<file path="config.mk">
export PLATFORM = sky130hd
export DESIGN_NAME = cla_serial_adder
export DESIGN_NICKNAME = d
export VERILOG_FILES = /design/src/rtl/cla_serial_adder_pkg.sv /design/src/rtl/cla_serial_adder_cla4.sv /design/src/rtl/cla_serial_adder.sv
export SDC_FILE = /design/constraint.sdc
export NUM_CORES = 1
export LEC_CHECK = 0
export BUFFER_PORTS_ARGS = -buffer_cell sky130_fd_sc_hd__buf_2
export CORE_ASPECT_RATIO = 0.9
export CORE_MARGIN = 5
export CORE_UTILIZATION = 57
export CTS_BUF_LIST = sky130_fd_sc_hd__clkbuf_4
export CTS_CLUSTER_SIZE = 25
export DETAILED_ROUTE_END_ITERATION = 12
export GPL_TIMING_DRIVEN = 0
export PLACE_DENSITY = 0.82
export SLEW_MARGIN = 15
export SYNTH_ARGS = -nofsm -noshare
export SYNTH_HDL_FRONTEND = slang
export SYNTH_SLANG_ARGS = --single-unit
</file>
<file path="constraint.sdc">
create_clock -name clk -period 3.2 [get_ports clk]
set_input_delay 0.32 -clock clk [delete_from_list [all_inputs] [get_ports clk]]
set_output_delay 0.32 -clock clk [all_outputs]
set_load 0.005 [all_outputs]
</file>
<file path="src/rtl/cla_serial_adder_pkg.sv">
// Shared definitions for the nibble-serial adder: FSM state encoding and slice width.
package cla_serial_adder_pkg;

    localparam int NIBBLE_W = 4;

    typedef enum logic [1:0] {
        IDLE = 2'd0,
        RUN  = 2'd1,
        DONE = 2'd2
    } state_e;

endpackage

</file>
<file path="src/rtl/cla_serial_adder_cla4.sv">
// 4-bit carry-lookahead slice with group propagate/generate outputs.
module cla4 (
    input  logic [3:0] a,
    input  logic [3:0] b,
    input  logic       cin,
    output logic [3:0] s,
    output logic       cout,
    output logic       p_grp,
    output logic       g_grp
);

    logic [3:0] p;
    logic [3:0] g;
    logic [4:0] c;

    always_comb begin
        p    = a ^ b;
        g    = a & b;
        c[0] = cin;
        c[1] = g[0] | (p[0] & c[0]);
        c[2] = g[1] | (p[1] & g[0]) | (p[1] & p[0] & c[0]);
        c[3] = g[2] | (p[2] & g[1]) | (p[2] & p[1] & g[0]) | (p[2] & p[1] & p[0] & c[0]);
        c[4] = g[3] | (p[3] & g[2]) | (p[3] & p[2] & g[1]) | (p[3] & p[2] & p[1] & g[0])
             | (p[3] & p[2] & p[1] & p[0] & c[0]);
        s     = p ^ c[3:0];
        cout  = c[4];
        p_grp = &p;
        g_grp = c[4] & ~(&p) | (g[3] | (p[3] & g[2]) | (p[3] & p[2] & g[1]) | (p[3] & p[2] & p[1] & g[0]));
    end

endmodule

</file>
<file path="src/rtl/cla_serial_adder.sv">
// Nibble-serial adder/subtractor: one cla4 slice walks the operands LSB nibble first,
// with a valid/ready request side and a result held until the consumer takes it.
module cla_serial_adder
    import cla_serial_adder_pkg::*;
#(
    parameter int WIDTH = 16
) (
    input  logic             clk,
    input  logic             rst_n,
    input  logic             in_valid,
    output logic             in_ready,
    input  logic [WIDTH-1:0] a,
    input  logic [WIDTH-1:0] b,
    input  logic             sub,
    output logic             out_valid,
    input  logic             out_ready,
    output logic [WIDTH-1:0] sum,
    output logic             cout,
    output logic             ovf,
    output logic             zero
);

    localparam int NIB   = WIDTH / NIBBLE_W;
    localparam int IDX_W = $clog2(NIB);

    state_e                           state_q, state_d;
    logic [IDX_W-1:0]                 idx_q, idx_d;
    logic                             carry_q, carry_d;
    logic [NIB-1:0][NIBBLE_W-1:0]     a_q, a_d;
    logic [NIB-1:0][NIBBLE_W-1:0]     b_q, b_d;
    logic [NIB-1:0][NIBBLE_W-1:0]     sum_q, sum_d;
    logic                             in_ready_q, in_ready_d;
    logic                             out_valid_q, out_valid_d;

    logic [NIBBLE_W-1:0] slice_sum;
    logic                slice_cout;

    // Group P/G are not needed: the carry is chained through carry_q one nibble per clock.
    cla4 u_slice (
        .a     (a_q[idx_q]),
        .b     (b_q[idx_q]),
        .cin   (carry_q),
        .s     (slice_sum),
        .cout  (slice_cout),
        .p_grp (),
        .g_grp ()
    );

    always_comb begin
        // NOTE: every variable gets a default first so no path through the case infers a latch.
        state_d     = state_q;
        idx_d       = idx_q;
        carry_d     = carry_q;
        a_d         = a_q;
        b_d         = b_q;
        sum_d       = sum_q;
        in_ready_d  = in_ready_q;
        out_valid_d = out_valid_q;

        case (state_q)
            IDLE: begin
                if (in_valid && in_ready_q) begin
                    a_d        = a;
                    b_d        = b ^ {WIDTH{sub}};
                    carry_d    = sub;
                    idx_d      = '0;
                    in_ready_d = 1'b0;
                    state_d    = RUN;
                end
            end
            RUN: begin
                sum_d[idx_q] = slice_sum;
                carry_d      = slice_cout;
                if (idx_q == IDX_W'(NIB - 1)) begin
                    idx_d       = '0;
                    out_valid_d = 1'b1;
                    state_d     = DONE;
                end else begin
                    idx_d = idx_q + IDX_W'(1);
                end
            end
            DONE: begin
                if (out_ready) begin
                    out_valid_d = 1'b0;
                    in_ready_d  = 1'b1;
                    state_d     = IDLE;
                end
            end
            default: begin
                out_valid_d = 1'b0;
                in_ready_d  = 1'b1;
                state_d     = IDLE;
            end
        endcase
    end

    // NOTE: operand registers are reset too, so the flag outputs derived from them read 0 in reset.
    always_ff @(posedge clk or negedge rst_n) begin
        if (!rst_n) begin
            state_q     <= IDLE;
            idx_q       <= '0;
            carry_q     <= 1'b0;
            a_q         <= '0;
            b_q         <= '0;
            sum_q       <= '0;
            in_ready_q  <= 1'b1;
            out_valid_q <= 1'b0;
        end else begin
            // NOTE: non-blocking here so every flop samples the pre-edge values from always_comb.
            state_q     <= state_d;
            idx_q       <= idx_d;
            carry_q     <= carry_d;
            a_q         <= a_d;
            b_q         <= b_d;
            sum_q       <= sum_d;
            in_ready_q  <= in_ready_d;
            out_valid_q <= out_valid_d;
        end
    end

    assign in_ready  = in_ready_q;
    assign out_valid = out_valid_q;
    assign sum       = sum_q;
    assign cout      = carry_q;
    // b_q already holds the inverted-if-subtract operand, so this is the true signed overflow.
    assign ovf       = (a_q[NIB-1][NIBBLE_W-1] == b_q[NIB-1][NIBBLE_W-1])
                     & (sum_q[NIB-1][NIBBLE_W-1] != a_q[NIB-1][NIBBLE_W-1]);
    assign zero      = out_valid_q & (sum_q == '0);

endmodule

</file>
==> results of run 1 <==
==> area by class of cell <==
type	instances	area (um^2)
fill	397	1560
inverter	6	22.5
timing repair buffer	57	293
tap	65	81.3
clock inverter	2	37.5
clock buffer	5	37.5
buffer	13	85.1
multi-input combinational	168	1380
sequential	55	1380
==> power by group <==
group | internal (uW) | leakage [uW] | switching (uW)
sequential | 1020 | 0.000667 | 216
combinational | 786 | 0.000903 | 920
clock | 160 | 0.0000373 | 207
==> critical path: stages (launching register included) <==
cell and delay [ns]:
dfrtp_1 0.41, buf_2 0.31, mux4_2 0.56, ha_1 0.35, o21ai_1 0.49, nor2_1 0.19
o31ai_1 0.26
==> metrics by stage <==
step,instance area (um^2),hold WS [ns],std cells,total power [uW]
2_1_floorplan,2860,0.0244,242,2430
3_3_place_gp,3220,0.464,363,2890
3_5_place_dp,3220,0.397,363,2950
4_1_cts,3310,0.141,371,3320
5_1_grt,3310,0.131,371,3600
6_report,3310,0.156,371,3300
==> placed cells by master, fill, tap and decap left out, drive strengths merged, types with 2 or more instances in the layout <==
cell type	count
a21oi	19
buf	68
clkbuf	6
dfrtp	54
ha	8
inv	6
mux2	16
mux2i	4
mux4	8
nand2	18
nand3	4
nand3b	4
nor2	23
nor2b	3
nor4	3
nor4b	2
o2111ai	3
o21ai	12
o31ai	6
or4	4
xnor2	16
==> how the worst min path moves through the flow <==
| stage | startpoint | end | depth (start not counted) |
|---|---|---|---|
| 2_1_floorplan | rst_n | a_q[0]$_DFFE_PN0P_ | 0 |
| 3_3_place_gp | a_q[11]$_DFFE_PN0P_ | a_q[11]$_DFFE_PN0P_ | 1 |
| 3_5_place_dp | rst_n | sum[0]$_DFFE_PN0P_ | 1 |
| 4_1_cts | a[11] | a_q[11]$_DFFE_PN0P_ | 2 |
| 5_1_grt | a[11] | a_q[11]$_DFFE_PN0P_ | 2 |
| 6_report | a[11] | a_q[11]$_DFFE_PN0P_ | 2 |
==> repair_timing <==
item,4_1_cts,5_1_grt
hold endpoints to repair,54,0
setup endpoints to repair,0,0
hold buffers,1,0
==> flip-flops by register name (all words and copies together) (netlist names) <==
register   flops
cout           1
sum           16
in_ready       1
b_q           16
idx_q          2
state_q        2
out_valid      1
a_q           16
==> cells by family (layout without fill, tap and decap cells) <==
kind of cell    Yosys count  in the layout  synth area share, %
simple gates             66             66                 12.5
flops                    55             55                 48.2
compound gates           48             48                 10.3
mux                      28             28                 15.8
buf+inv                  19             83                 3.76
xor+xnor                 17             17                 5.21
fa+ha+maj                 9              9                 4.20
==> layer usage <==
layer / up-vias / track usage (%) / wire, um
met5: - / 0 / 0
met4: 0 / 5.70 / 72
met3: 7 / 4.29 / 413
met2: 69 / 31.5 / 2810
met1: 1037 / 25.7 / 2490
li1: 998 / - / -
==> results.ini, run 1 <==
[yosys]
synth.most_common_cell=dfrtp_1
synth_area_leaders=dfrtp_1 (47%), mux2_4 (7.3%), mux4_2 (6.3%)
ys.flop_type=dfrtp_1
netlist_instances=242
synth_area_per_cell_um2=11.8
synth_top_area_share_pct=47.2
synth_area_mm2=0.00286
synthTopCellsByCount=dfrtp_1 (54), nor2_1 (23), a21oi_1 (19), nand2_1 (18), xnor2_1 (16)
synth.distinct_cells=44
ys_seq_area_share_pct=48.2
synth-edff-count=0
async_reset_ff_share_pct=100
synth-warning-count=0
syn_nets=288
yosys_register_bits=55
synth_top_area_cell=dfrtp_1

[floorplanning]
initial_core_util_pct=58.8
die_h_um=77.2
io_pins=58
std_cell_rows=24
fp.dieW_um=84.7
die_area_mm2=0.00654
core_mm2=0.00486

[critical_path]
end_kind=flip-flop
criticalPathCategory=reg2reg
crit_arrival_ns=2.96
cp_max_fo=10
regToRegEndpoint=sum[14]$_DFFE_PN0P_
cp-startpoint=idx_q[0]$_DFFE_PN0P_
crit_path_start_kind=flip-flop
ff2ff_setup_slack_ns=0.52
cp.required_ns=3.48
reg2reg_depth=6
critPathCapture=sum[14]$_DFFE_PN0P_
r2r-start=idx_q[0]$_DFFE_PN0P_

[timing]
tightest_slew_ns=0.654
tns_ns=0
fmax_mhz=373
fin_ws_ns=0.521
slew_violations=0
slew-limit-headroom_pct=56.4
period_needed_ns=2.68
period_share_pct=83.7
finalHoldViolCount=0
rsz0062_at_grt=no
fin_worst_skew_ns=0.0121
setup_viol=0

[clock_tree]
cts_made_buffers=5
cts_setup_buffers=0
clk_pin_slew_worst_paths_ns=0.15
cts.sink_count=55
htreeDepth=2
clock_latency_ns=0.37
clock_path_buffers=2
root_buffer=clkbuf_4
cts_tree=built
ctsResizeCount=0

[placement]
gp_congestion=0.862
place_ws_ns=0.593
hpwl_mm=4.42
numPortBuffers=56

[cells_and_area]
syn_to_final_growth_pct=15.7
nets=352
final_util_pct=68.0
antennaDiodeCount=0
drive_above_1_share_pct=34.0

[pwr]
powerDensity_mw_per_mm2=998
p_leak_uw=0.00161
ir_worst_vdd_uv=507

[drt]
via_per_inst=5.69
drtIter0Drc=177
drt_pass1_iterations=4
wl_mm=5.79
drc=0
vias=2111
wl_per_cell_um=15.6
ant_nets=0

[global_routing]
grt_pass1_vias=2167
antenna_found_initial=0
overflow=0
grt_start_max_net_pins=56
track_usage_pct=19.2
grt_pass1_wl_mm=10.0

[min_path]
hold_path.class=in2reg

[flow_run]
maxCapViolations=0

[status]
status=completed

Note: power is estimated with default switching activity, not from simulation.
==> run 2: changes to the inputs <==
--- a/config.mk
+++ b/config.mk
@@ -8,12 +8,12 @@
 export BUFFER_PORTS_ARGS = -buffer_cell sky130_fd_sc_hd__buf_2
 export CORE_ASPECT_RATIO = 0.9
 export CORE_MARGIN = 5
-export CORE_UTILIZATION = 57
+export CORE_UTILIZATION = 51
 export CTS_BUF_LIST = sky130_fd_sc_hd__clkbuf_4
 export CTS_CLUSTER_SIZE = 25
 export DETAILED_ROUTE_END_ITERATION = 12
 export GPL_TIMING_DRIVEN = 0
-export PLACE_DENSITY = 0.82
+export PLACE_DENSITY = 0.78
 export SLEW_MARGIN = 15
 export SYNTH_ARGS = -nofsm -noshare
 export SYNTH_HDL_FRONTEND = slang
==> constraint.sdc (replaced) <==
create_clock -name clk -period 2.29 [get_ports clk]
set_input_delay 0.229 -clock clk [delete_from_list [all_inputs] [get_ports clk]]
set_output_delay 0.229 -clock clk [all_outputs]
set_load 0.005 [all_outputs]
==> run 2 against run 1 <==
Against the previous run: core utilization decreased by 3.7 points; clock skew is 0.0046 ns higher; setup slack lost 0.51 ns; count of clock-buffer cells in the layout grew 2; sequential share of layout area down 1.6 points; power increased by 63%; worst hold slack got worse by 0.088 ns; register-to-register slack worse by 0.51 ns; wire length up 9.2%.
==> results.ini, run 2 (synthesis results as in run 1) <==
[status]
status=completed

[floorplanning]
std_cell_rows=25  ; +4.2%
die_area_mm2=0.00721  ; +10%
fp.dieW_um=88.9  ; +5.0%
die_h_um=81.0  ; +5.0%
initial_core_util_pct=53.5  ; -5.3 points
core_mm2=0.00535  ; +10%
io_pins=58  ; unchanged

[min_path]
hold_path.class=in2reg
hold_start=a[10]

[drt]
wl_mm=6.32  ; +9.2%
drc=0  ; unchanged
vias=2120  ; +0.43%
drtIter0Drc=114  ; -36%
drt_pass1_iterations=4  ; unchanged
ant_nets=0  ; unchanged
via_per_inst=5.55  ; -2.5%
wl_per_cell_um=16.5  ; +6.1%

[clock_tree]
clock_path_buffers=2  ; unchanged
cts_tree=built
cts.sink_count=55  ; unchanged
clk_pin_slew_worst_paths_ns=0.16  ; about the same
cts_made_buffers=5  ; unchanged
root_buffer=clkbuf_4
htreeDepth=2  ; unchanged
clock_latency_ns=0.39  ; +0.02 ns

[global_routing]
grt_pass1_vias=2134  ; -1.5%
grt_start_max_net_pins=56  ; unchanged
overflow=0  ; unchanged
grt_pass1_wl_mm=10.4  ; +3.7%
antenna_found_initial=0  ; unchanged
track_usage_pct=18.7  ; -0.57 points

[pwr]
powerDensity_mw_per_mm2=1570  ; +57%
ir_worst_vdd_uv=754  ; +49%
p_leak_uw=0.00166  ; +3.1%

[critical_path]
ff2ff_setup_slack_ns=0.01  ; -0.51 ns
crit_arrival_ns=2.55  ; -0.41 ns
cp.required_ns=2.56  ; -0.92 ns
cp_max_fo=6  ; -4
end_kind=flip-flop
r2r-start=idx_q[0]$_DFFE_PN0P_
crit_path_start_kind=flip-flop
crit_path_top_delay_cell=mux4_2
worstPathCellList=buf_6 > mux4_2 > ha_4 > a211oi_4 > buf_4 > o21ba_2 > o31ai_1
slowest_delay_ns=0.56  ; about the same
criticalPathCategory=reg2reg
cp-startpoint=idx_q[0]$_DFFE_PN0P_

[timing]
setup_viol=0  ; unchanged
slew_violations=0  ; unchanged
slew-limit-headroom_pct=54.3  ; -2.1 points
fmax_mhz=440  ; +18%
fin_worst_skew_ns=0.0167  ; +0.00465 ns
rsz0062_at_grt=yes
tightest_slew_ns=0.686  ; +0.0319 ns
period_share_pct=99.4  ; +16 points
period_needed_ns=2.28  ; -0.404 ns
finalHoldViolCount=0  ; unchanged

[placement]
placed_cells=365  ; +0.55%
gp_congestion=0.802  ; -6.9%
numPortBuffers=56  ; unchanged
hpwl_mm=4.55  ; +2.8%
place_area_mm2=0.00323  ; +0.16%

[cells_and_area]
antennaDiodeCount=0  ; unchanged
final_cells=382  ; +3.0%
mostFrequentLayoutCells=buf_2 (62), dfrtp_1 (54), nor2_1 (23)
syn_to_final_growth_pct=20.4
drive_above_1_share_pct=38.7  ; +4.7 points
stdcell_area_mm2=0.00344  ; +4.0%
final_common_cell=buf_2
nets=360  ; +2.3%

[flow_run]
maxCapViolations=0  ; unchanged

==> run 2: changes by cell type in the layout (fill, tap and decap cells not counted), moves of 2 or more <==
cell      change
ha_4          +3
buf_6         +2
buf_4         +8
clkbuf_4      +2
ha_1          -4
==> run 2: worst paths after layout <==
check                      depth (start not counted)                     end
max                                                7      sum[6]$_DFFE_PN0P_
min                                                2     a_q[10]$_DFFE_PN0P_
max reg2reg                                        7      sum[6]$_DFFE_PN0P_
min reg2reg                                        1     a_q[11]$_DFFE_PN0P_
max in group asynchronous                          2  state_q[0]$_DFFE_PN0P_
min in group asynchronous                          2     sum[10]$_DFFE_PN0P_
==> run 2: stage by stage <==
| stage | util (%) | TNS (ns) | hold WS, ns | worst slack [ns] | power, uW |
|---|---|---|---|---|---|
| CTS | 63.5 | 0 | 0.0584 | 0.00130 | 5010 |
| detailed placement | 60.4 | -2.07 | 0.316 | -0.362 | 4160 |
| finish | 64.4 | 0 | 0.0685 | 0.0147 | 5400 |
| global placement | 60.3 | -1.82 | 0.459 | -0.271 | 4080 |
| global route | 64.4 | -0.249 | 0.0516 | -0.0554 | 5780 |
| floorplan | - | 0 | -0.0666 | 0.0576 | 3400 |
==> run 2: power by group <==
part / leakage, uW / total [uW] / switching (uW) / internal (uW)
clock: 0.0000367 / 453 / 303 / 150
sequential: 0.000667 / 1760 / 345 / 1420
combinational: 0.000953 / 3180 / 1560 / 1620
total: 0.00166 / 5400 / 2210 / 3190
==> run 2: area by class of cell <==
cell class / instances / area (um^2)
multi-input combinational: 168 / 1450
tap: 67 / 83.8
clock buffer: 7 / 52.6
clock inverter: 1 / 8.76
buffer: 12 / 90.1
sequential: 55 / 1380
fill: 432 / 1910
inverter: 6 / 22.5
timing repair buffer: 66 / 362
==> run 2: critical path: cells and delay by family (launching register included) <==
family	cells	cell delay [ns]
AOI/OAI and AO/OA	3	0.58
muxes	1	0.56
DFF	1	0.40
buffers and inverters	2	0.34
adders and majority gates	1	0.28
==> run 2: routing by layer <==
layer	vias to the layer above	part of all wire [%]	track usage, %
li1	1007	-	-
met1	1046	44	25.2
met2	59	49	31.2
met3	8	5.8	3.04
met4	0	1.1	5.36
met5	-	0	0
==> run 2: repair_timing <==
action | 4_1_cts | 5_1_grt
cloned | 1 | 0
hold endpoints to repair | 54 | 0
hold buffers | 1 | 0
resized for setup | 12 | 4
buffers inserted | 5 | 3
endpoints found under the setup margin | 9 | 9
pin swaps | 4 | 7
==> run 3: changes to the inputs <==
--- a/config.mk
+++ b/config.mk
@@ -8,12 +8,12 @@
 export BUFFER_PORTS_ARGS = -buffer_cell sky130_fd_sc_hd__buf_2
 export CORE_ASPECT_RATIO = 0.9
 export CORE_MARGIN = 5
-export CORE_UTILIZATION = 51
+export CORE_UTILIZATION = 57
 export CTS_BUF_LIST = sky130_fd_sc_hd__clkbuf_4
 export CTS_CLUSTER_SIZE = 25
 export DETAILED_ROUTE_END_ITERATION = 12
 export GPL_TIMING_DRIVEN = 0
-export PLACE_DENSITY = 0.78
+export PLACE_DENSITY = 0.82
 export SLEW_MARGIN = 15
 export SYNTH_ARGS = -nofsm -noshare
 export SYNTH_HDL_FRONTEND = slang
==> constraint.sdc (replaced) <==
create_clock -name clk -period 2.6 [get_ports clk]
set_input_delay 0.26 -clock clk [delete_from_list [all_inputs] [get_ports clk]]
set_output_delay 0.26 -clock clk [all_outputs]
set_load 0.005 [all_outputs]
==> run 3 against run 2 <==
Against the previous run: combinational power shrank 31%; maximum frequency shrank 5.6%; clock power about the same; clock skew is 0.0035 ns lower; count of clock-buffer cells in the layout shrank 2; critical endpoint is now sum[11]$_DFFE_PN0P_; setup slack gained 0.17 ns; critical path type unchanged; register-to-register slack gained 0.17 ns.
==> results.ini, run 3 (synthesis results as in run 1) <==
[critical_path]
slowest_delay_ns=0.56  ; about the same
cp_max_fo=10  ; +4
crit_path_top_delay_cell=mux4_2
critPathBufInv=2  ; unchanged
crit_arrival_ns=2.73  ; +0.18 ns
worstPathCellList=buf_6 > mux4_2 > ha_1 > a211oi_2 > buf_4 > or4_1 > nand3_1
path_delay_family=simple AND/OR/NAND/NOR gates
crit_path_start_kind=flip-flop
cp.required_ns=2.92  ; +0.36 ns
ff2ff_setup_slack_ns=0.19  ; +0.17 ns
criticalPathCategory=reg2reg
reg2reg_depth=7  ; unchanged
r2r-start=idx_q[0]$_DFFE_PN0P_
regToRegEndpoint=sum[11]$_DFFE_PN0P_
end_kind=flip-flop

[pwr]
seqPwrFrac_pct=36.6  ; +3.9 points
power.internal_uw=2470  ; -23%
p_leak_uw=0.00162  ; -2.5%
swShare_pct=40.5  ; -0.49 points
p_clk_share_pct=10.9  ; +2.5 points
powerDensity_mw_per_mm2=1250  ; -21%
p_switching_uw=1680  ; -24%
comb_power_share_pct=52.5  ; -6.4 points
ir_worst_vdd_uv=678  ; -10%
p_total_uw=4150  ; -23%

[global_routing]
overflow=0  ; unchanged
antenna_found_initial=0  ; unchanged
grt_start_max_net_pins=56  ; unchanged
track_usage_pct=19.2  ; +0.57 points
grt_pass1_wl_mm=10.0  ; -3.6%
grt_pass1_vias=2169  ; +1.6%

[min_path]
hold_path.class=in2reg
min_delay_path_depth=2  ; unchanged
hold_start=a[11]
holdPathEnd=a_q[11]$_DFFE_PN0P_

[cells_and_area]
mostFrequentLayoutCells=buf_2 (61), dfrtp_1 (54), nor2_1 (23)
final_util_pct=68.4  ; +4.0 points
syn_to_final_growth_pct=16.4
drive_above_1_share_pct=35.0  ; -3.8 points
antennaDiodeCount=0  ; unchanged
n_fill_cell=389  ; -10%
final_common_cell=buf_2
final_cells=371  ; -2.9%
regArea_mm2=0.00138  ; unchanged
nets=352  ; -2.2%
multiInputGateArea_mm2=0.00138  ; -4.3%
stdcell_area_mm2=0.00333  ; -3.3%

[floorplanning]
die_area_mm2=0.00654  ; -9.3%
initial_core_util_pct=58.8  ; +5.3 points
fp.dieW_um=84.7  ; -4.8%
io_pins=58  ; unchanged
std_cell_rows=24  ; -4.0%
core_mm2=0.00486  ; -9.1%
die_h_um=77.2  ; -4.7%

[clock_tree]
htreeDepth=2  ; unchanged
clk_pin_slew_worst_paths_ns=0.15  ; about the same
cts.sink_count=55  ; unchanged
root_buffer=clkbuf_4
clock_path_buffers=2  ; unchanged
cts_setup_buffers=0  ; -5
cts_tree=built
clock_latency_ns=0.38  ; about the same
cts_made_buffers=5  ; unchanged

[timing]
slew-limit-headroom_pct=56.3  ; +2.0 points
period_needed_ns=2.41  ; +0.135 ns
setup_viol=0  ; unchanged
finalHoldViolCount=0  ; unchanged
tns_ns=0  ; unchanged
rsz0062_at_grt=no
fmax_mhz=415  ; -5.6%
slew_violations=0  ; unchanged
period_share_pct=92.7  ; -6.6 points
fin_worst_skew_ns=0.0133  ; -0.00347 ns
tightest_slew_ns=0.656  ; -0.0304 ns

[drt]
drtIter0Drc=135  ; +18%
wl_mm=5.79  ; -8.5%
drc=0  ; unchanged
via_per_inst=5.67  ; +2.1%
vias=2103  ; -0.80%
ant_nets=0  ; unchanged
wl_per_cell_um=15.6  ; -5.8%
drt_pass1_iterations=4  ; unchanged

[placement]
numPortBuffers=56  ; unchanged
hpwl_mm=4.42  ; -2.8%
placed_cells=363  ; -0.55%
gp_congestion=0.862  ; +7.4%
place_area_mm2=0.00322  ; -0.16%

[status]
status=completed

[flow_run]
maxCapViolations=0  ; unchanged

[run 3: changes by cell type in the layout (fill, tap and decap cells not counted), sizes merged]
cell and delta:
bufinv +1, clkinvlp +1, buf -9, clkbuf -1, inv -1
[run 3: through the flow]
stage / hold slack [ns] / setup slack, ns
global route: 0.0707 / 0.00626
finish: 0.0913 / 0.189
CTS: 0.0806 / 0.0251
global placement: 0.464 / 0.00895
floorplan: -0.0356 / 0.288
detailed placement: 0.337 / -0.00679
[run 3: cell type report]
type,count,share of cell area [%]
Clock inverter,2,1.13
Inverter,6,0.677
Tap cell,65,2.44
Buffer,13,2.86
Sequential cell,55,41.4
Timing Repair Buffer,57,8.80
Multi-Input combinational cell,168,41.6
Clock buffer,5,1.13
[run 3: worst max path at each step]
| stage | start | endpoint | depth (start not counted) |
|---|---|---|---|
| after detailed placement | idx_q[0]$_DFFE_PN0P_ | sum[14]$_DFFE_PN0P_ | 6 |
| after global placement | idx_q[0]$_DFFE_PN0P_ | sum[6]$_DFFE_PN0P_ | 6 |
| after global routing | idx_q[0]$_DFFE_PN0P_ | sum[6]$_DFFE_PN0P_ | 7 |
| final | idx_q[0]$_DFFE_PN0P_ | sum[11]$_DFFE_PN0P_ | 7 |
| after floorplan | idx_q[0]$_DFFE_PN0P_ | sum[11]$_DFFE_PN0P_ | 7 |
| after CTS | idx_q[1]$_DFFE_PN0P_ | sum[14]$_DFFE_PN0P_ | 7 |
[run 3: power groups by stage]
stage	logic, uW	clock network (uW)	registers (uW)
2_1_floorplan	1520	0	1470
3_3_place_gp	2040	0	1510
3_5_place_dp	2100	0	1540
4_1_cts	2140	465	1520
5_1_grt	2430	498	1580
6_report	2180	452	1520
[run 3: timing repair]
item | CTS | global route
setup endpoints to repair | 4 | 8
hold buffers | 1 | 0
gates resized for setup | 2 | 6
hold endpoints to repair | 54 | 0
[run 3: metal layers]
metal	GRT usage, %	share of wire [%]
met5	0	0
met4	5.70	1.2
met3	4.29	7.2
met2	31.8	48
met1	25.5	43
[run 3: worst reg2reg max path, stage by stage, from the launching register on]
cell and delay [ns]:
dfrtp_1 0.42, buf_6 0.19, mux4_2 0.56, ha_1 0.32, a211oi_2 0.08, buf_4 0.17, or4_1 0.51, nand3_1 0.10
